**config.mk**
```make
export PLATFORM = sky130hd
export DESIGN_NAME = bcd_7seg_scanner_flat
export DESIGN_NICKNAME = d
export VERILOG_FILES = /design/src/rtl/bcd_7seg_scanner_if.sv /design/src/rtl/bcd_7seg_scanner.sv /design/src/flat_wrapper.sv
export SDC_FILE = /design/constraint.sdc
export NUM_CORES = 1
export LEC_CHECK = 0
export ABC_AREA = 1
export CAP_MARGIN = 20
export CORE_AREA = 4 4 78 80
export CTS_CLUSTER_SIZE = 25
export DETAILED_ROUTE_END_ITERATION = 10
export DIE_AREA = 0 0 82 84
export SETUP_SLACK_MARGIN = 0.05
export SLEW_MARGIN = 10
export SYNTH_ARGS = -nofsm -noshare
export SYNTH_HDL_FRONTEND = slang
export SYNTH_SLANG_ARGS = --single-unit
```
**constraint.sdc**
```tcl
create_clock -name clk -period 1.4 [get_ports clk]
set_input_delay 0.14 -clock clk [delete_from_list [all_inputs] [get_ports clk]]
set_output_delay 0.14 -clock clk [all_outputs]
set_load 0.1 [all_outputs]
```
**src/rtl/bcd_7seg_scanner_if.sv**
```systemverilog
// Bus between the BCD source / display pins and the 3-digit 7-segment scanner.
// The master drives the capture strobe, the digits and blank.
// The slave (the scanner) drives the anode, segment and slot-tick outputs.
interface bcd_7seg_scanner_if;
  logic       load;
  logic [3:0] bcd_h;
  logic [3:0] bcd_t;
  logic [3:0] bcd_o;
  logic       blank;
  logic [2:0] an;
  logic [6:0] seg;
  logic       busy_slot;

  modport master (
    output load, bcd_h, bcd_t, bcd_o, blank,
    input  an, seg, busy_slot
  );

  modport slave (
    input  load, bcd_h, bcd_t, bcd_o, blank,
    output an, seg, busy_slot
  );
endinterface

```
**src/rtl/bcd_7seg_scanner.sv**
```systemverilog
// Time-multiplexed 3-digit 7-segment driver.
// - Captures hundreds/tens/ones into shadow registers on load.
// - Scans ones -> tens -> hundreds, with REFRESH_DIV cycles per slot.
// - At the start of each slot, DEAD_CYCLES cycles keep all anodes off.
// - an, seg and busy_slot are registered. They lag the scan counter by one
//   cycle. Both anodes and segments are active-low.
// Optional feature: define LEADING_ZERO_BLANK_EN to darken leading zero digits
// in the hundreds and tens positions.
module bcd_7seg_scanner #(
  parameter int REFRESH_DIV = 50000,
  parameter int DEAD_CYCLES = 1
) (
  input  logic                clk,
  input  logic                rst,
  bcd_7seg_scanner_if.slave   bus
);

  localparam int CNT_W = (REFRESH_DIV > 1) ? $clog2(REFRESH_DIV) : 1;
  localparam logic [CNT_W-1:0] CNT_LAST = CNT_W'(REFRESH_DIV - 1);
  localparam logic [CNT_W-1:0] CNT_DEAD = CNT_W'(DEAD_CYCLES);

  typedef enum logic [1:0] {
    S_ONES  = 2'd0,
    S_TENS  = 2'd1,
    S_HUNDS = 2'd2
  } state_e;

  state_e           state_q, state_d;
  logic [CNT_W-1:0] cnt_q, cnt_d;
  logic [3:0]       sh_h_q, sh_h_d;
  logic [3:0]       sh_t_q, sh_t_d;
  logic [3:0]       sh_o_q, sh_o_d;
  logic [2:0]       an_q, an_d;
  logic [6:0]       seg_q, seg_d;
  logic             busy_q, busy_d;

  logic [3:0]       digit_s;
  logic [2:0]       sel_s;
  logic             lit_s;
  logic             dead_s;

  // Active-low {g,f,e,d,c,b,a} decode. Non-BCD codes show a lone dash.
  function automatic logic [6:0] dec7(input logic [3:0] v);
    logic [6:0] r;
    case (v)
      4'd0:    r = 7'h40;
      4'd1:    r = 7'h79;
      4'd2:    r = 7'h24;
      4'd3:    r = 7'h30;
      4'd4:    r = 7'h19;
      4'd5:    r = 7'h12;
      4'd6:    r = 7'h02;
      4'd7:    r = 7'h78;
      4'd8:    r = 7'h00;
      4'd9:    r = 7'h10;
      default: r = 7'h3F;
    endcase
    return r;
  endfunction

  // Shadow next value. The freshly captured digit feeds the output decode on
  // the same edge, so a load shows on the pins in the very next cycle.
  always_comb begin
    if (bus.load) begin
      sh_h_d = bus.bcd_h;
      sh_t_d = bus.bcd_t;
      sh_o_d = bus.bcd_o;
    end else begin
      sh_h_d = sh_h_q;
      sh_t_d = sh_t_q;
      sh_o_d = sh_o_q;
    end
  end

  // Slot counter and digit sequencing: ones -> tens -> hundreds -> ones.
  always_comb begin
    cnt_d   = cnt_q;
    state_d = state_q;
    if (cnt_q == CNT_LAST) begin
      cnt_d = {CNT_W{1'b0}};
      case (state_q)
        S_ONES:  state_d = S_TENS;
        S_TENS:  state_d = S_HUNDS;
        S_HUNDS: state_d = S_ONES;
        default: state_d = S_ONES;
      endcase
    end else begin
      cnt_d = cnt_q + CNT_W'(1);
    end
  end

  // Pick the digit for the current slot, and decide whether it may light.
  always_comb begin
    digit_s = 4'd0;
    sel_s   = 3'b111;
    lit_s   = 1'b0;
    case (state_q)
      S_ONES: begin
        digit_s = sh_o_d;
        sel_s   = 3'b110;
        lit_s   = 1'b1;
      end
      S_TENS: begin
        digit_s = sh_t_d;
        sel_s   = 3'b101;
`ifdef LEADING_ZERO_BLANK_EN
        lit_s   = !((sh_h_d == 4'd0) && (sh_t_d == 4'd0));
`else
        lit_s   = 1'b1;
`endif
      end
      S_HUNDS: begin
        digit_s = sh_h_d;
        sel_s   = 3'b011;
`ifdef LEADING_ZERO_BLANK_EN
        lit_s   = (sh_h_d != 4'd0);
`else
        lit_s   = 1'b1;
`endif
      end
      default: begin
        digit_s = 4'd0;
        sel_s   = 3'b111;
        lit_s   = 1'b0;
      end
    endcase
  end

  // Next pin values. Dead time, blank or a suppressed digit all force dark.
  always_comb begin
    dead_s = (cnt_q < CNT_DEAD);
    busy_d = (cnt_q == {CNT_W{1'b0}});
    an_d   = 3'b111;
    seg_d  = 7'h7F;
    if (!bus.blank && !dead_s && lit_s) begin
      an_d  = sel_s;
      seg_d = dec7(digit_s);
    end else begin
      an_d  = 3'b111;
      seg_d = 7'h7F;
    end
  end

  // All state and output registers. rst wins over load and restarts the scan.
  always_ff @(posedge clk) begin
    if (rst) begin
      state_q <= S_ONES;
      cnt_q   <= {CNT_W{1'b0}};
      sh_h_q  <= 4'd0;
      sh_t_q  <= 4'd0;
      sh_o_q  <= 4'd0;
      an_q    <= 3'b111;
      seg_q   <= 7'h7F;
      busy_q  <= 1'b0;
    end else begin
      state_q <= state_d;
      cnt_q   <= cnt_d;
      sh_h_q  <= sh_h_d;
      sh_t_q  <= sh_t_d;
      sh_o_q  <= sh_o_d;
      an_q    <= an_d;
      seg_q   <= seg_d;
      busy_q  <= busy_d;
    end
  end

  assign bus.an        = an_q;
  assign bus.seg       = seg_q;
  assign bus.busy_slot = busy_q;

endmodule
```
**src/flat_wrapper.sv**
```systemverilog
// flat-port wrapper written by rule: the top's interface ports become plain ports
module bcd_7seg_scanner_flat 
#(
  parameter int REFRESH_DIV = 50000,
  parameter int DEAD_CYCLES = 1
)
  (clk, rst, bus_load, bus_bcd_h, bus_bcd_t, bus_bcd_o, bus_blank, bus_an, bus_seg, bus_busy_slot);
  bcd_7seg_scanner_if bus_i ();
  input  logic clk;
  input  logic rst;
  input wire logic [$bits(bus_i.load)-1:0] bus_load;
  input wire logic [$bits(bus_i.bcd_h)-1:0] bus_bcd_h;
  input wire logic [$bits(bus_i.bcd_t)-1:0] bus_bcd_t;
  input wire logic [$bits(bus_i.bcd_o)-1:0] bus_bcd_o;
  input wire logic [$bits(bus_i.blank)-1:0] bus_blank;
  output wire logic [$bits(bus_i.an)-1:0] bus_an;
  output wire logic [$bits(bus_i.seg)-1:0] bus_seg;
  output wire logic [$bits(bus_i.busy_slot)-1:0] bus_busy_slot;
  assign bus_i.load = bus_load;
  assign bus_i.bcd_h = bus_bcd_h;
  assign bus_i.bcd_t = bus_bcd_t;
  assign bus_i.bcd_o = bus_bcd_o;
  assign bus_i.blank = bus_blank;
  assign bus_an = bus_i.an;
  assign bus_seg = bus_i.seg;
  assign bus_busy_slot = bus_i.busy_slot;
  bcd_7seg_scanner #(.REFRESH_DIV(REFRESH_DIV), .DEAD_CYCLES(DEAD_CYCLES)) u_core (.clk(clk), .rst(rst), .bus(bus_i));
endmodule
```
==> impl_metrics.ini <==
[status]
outcome = complete, but fails checks
violations = setup timing

[global_routing]
use_met2_pct = 24.4
top_usage_layer = met2
gr-total-overflow = 0
grt_first_pass_wirelength_mm = 8.28
grt_max_degree = 16
grtUsageMet3_pct = 3.46
grt_pass1_vias = 1910
grtUsageMet1_pct = 19.5
grt_use_total_pct = 15.4
antenna_found_initial = 0

[synthesis]
synth_seq_cells = 41
synth_enable_flop_cells = 0
async_flop_share_pct = 0
synth.distinct_cells = 29
synth_top_cell_by_area = dfxtp_1
seq_area_frac_synth_pct = 40.1
synth_flop_cell = dfxtp_1
yosysTopAreaCellShare_pct = 40.1
avgSynthCellArea_um2 = 7.00
synth_area_leaders = dfxtp_1 40%, nand2_1 15%, inv_1 7.2%
yosys_warnings = 0
netlist_instances = 292
synth_fp_nets = 315
syn-cell-area_mm2 = 0.00204

[layout]
area_growth_pct = 58.1
regArea_um2 = 836
antenna_cells = 0
most-common-layout-cells = 75 x nand2_1, 47 x buf_4, 37 x dfxtp_1
final_common_cell = nand2_1
nFillCells = 507
final_net_count = 394
drive_above_1_share_pct = 36.6
multi_input_area_mm2 = 0.00126

[sta]
worstMarginPinSlew_ns = 0.340
rsz0062_at_grt = true
min_period_ns = 1.44
fin_skew_ns = 0.0180
finalCritPeriodShare_pct = 103
timing.slew.headroom_pct = 77.3
setup_viol = 5
tns_ns = -0.125
max_freq_mhz = 693
setup_slack_ns = -0.0424
hold_viol_final = 0
report.final.slew_viol_count = 0
holdWs_ns = 0.321

[routing]
final_antenna_net_count = 0
drtIter0Drc = 52
vias = 2042
wl_per_cell_um = 11.4
wirelength_mm = 5.05
viasPerCell = 4.60
drc_errors = 0
drtPass1Iterations = 5

[setup_path]
critPathKind = reg2reg
r2r_setup_slack_ns = -0.04
timing.rr.start = u_core.state_q[0]
startpoint_type = flop
crit_required_ns = 1.58
critPathArrivalTime_ns = 1.62
crit_path_end = u_core.bus.seg[5]
path_max_fanout = 5
rr_worst_depth = 10
cp-startpoint = u_core.state_q[0]
worst_setup_path_end_kind = flop
reg2reg_to = u_core.bus.seg[5]

[clock_tree]
cts.path.max_buffers = 2
cts_max_level = 2
clock-root-buffer = clkbuf_8
cts_tree = yes
clk_pin_slew_ns = 0.09
clk_latency_ns = 0.30
clock_sinks = 41
numCtsBuffers = 5
hold_buffers = 0

[place]
dp_hpwl_mm = 3.57
gp_congestion = 0.873
portBuffers = 26

[job]
maxCapViolCount = 0

[die]
die_x_um = 82
die_height_um = 84
die-area_mm2 = 0.00689
core_mm2 = 0.00541
start_util_pct = 37.8
io_pins = 27
rows = 27

[power]
peakVddDrop_uv = 429
power.density_mw_per_mm2 = 866
power_leakage_nw = 1.39

[min_path]
hold_path.class = in2reg
==> logic make-up after synthesis <==
kind of cell / count (synthesis) / synth area share (%)
buffers and inverters: 47 / 10.6
adder cells (fa/ha/maj): 7 / 4.28
flip-flops: 41 / 40.1
AO/OA/AOI/OAI: 22 / 5.88
AND/OR/NAND/NOR: 170 / 36.9
XOR/XNOR: 5 / 2.14
==> registers in the layout, summed over array words and instances, names as in the netlist <==
signal	cells
u_core.cnt_q	16
u_core.bus.seg	7
u_core.sh_h_q	4
u_core.sh_o_q	4
u_core.sh_t_q	4
u_core.bus.an	3
u_core.state_q	2
u_core.bus.busy_slot	1
==> worst min-delay path by stage <==
stage,start,end,slack (ns),cells after the start
floorplan,bus_bcd_h[0],u_core.sh_h_q[0],0.31,2
global placement,u_core.cnt_q[0],u_core.cnt_q[0],0.46,1
detailed placement,u_core.cnt_q[14],u_core.cnt_q[14],0.47,2
CTS,bus_load,u_core.sh_h_q[3],0.31,3
global route,bus_load,u_core.sh_h_q[3],0.36,3
finish,bus_load,u_core.sh_h_q[3],0.32,3
==> where the power goes <==
part | total (mW) | switching (mW) | internal, mW
clock | 0.986 | 0.404 | 0.581
sequential | 1.24 | 0.0288 | 1.21
combinational | 0.579 | 0.330 | 0.249
==> synth_stat cells (2+ instances only) <==
master	count
nand3_1	27
nor2_4	2
nor3_1	5
nand2_2	3
inv_1	39
a21oi_1	16
xnor2_1	2
nand2_1	82
dfxtp_1	41
nor2_2	3
ha_1	7
nor2_1	37
buf_6	3
o21ai_1	2
nand4_1	7
xor2_1	3
==> stage by stage <==
stage	power (mW)	std cells	area (um^2)	setup WS (ns)	util (%)
after floorplan	1.57	292	2090	0.000516	-
after global placement	1.77	423	2780	-0.598	51.4
after detailed placement	1.77	423	2780	-0.629	51.4
after CTS	2.80	439	3080	-0.0639	56.9
after global routing	2.94	444	3230	-0.117	59.8
final	2.80	444	3230	-0.0424	59.8
==> cell type report <==
class | instances | share of cell area, %
clock inverter | 1 | 0.929
clock buffer | 7 | 2.67
multi-input combinational | 205 | 39.1
tap | 72 | 2.79
sequential | 41 | 25.9
inverter | 42 | 5.30
timing repair inverter | 1 | 0.232
timing repair buffer | 75 | 23.1
==> critical path: stages, from the launching register on <==
cell and delay [ns]:
dfxtp_4 0.41, inv_4 0.05, nor2_4 0.12, buf_4 0.12, buf_4 0.10, nand2_2 0.06
buf_4 0.15, nand3_4 0.08, nand2_1 0.08, nand3_1 0.08, nand3_1 0.06
==> per-layer routing <==
metal,up-vias,wire length [um]
met2,41,2450
met4,0,140
met5,-,0
met1,910,2240
met3,16,215
li1,1075,-
==> what timing repair did <==
action,in CTS,in global routing
cloned,1,1
resized for setup,30,34
setup buffers,7,4
pin swaps,14,17
endpoints found under the setup margin,22,28
Note: power is estimated with default switching activity, not from simulation.
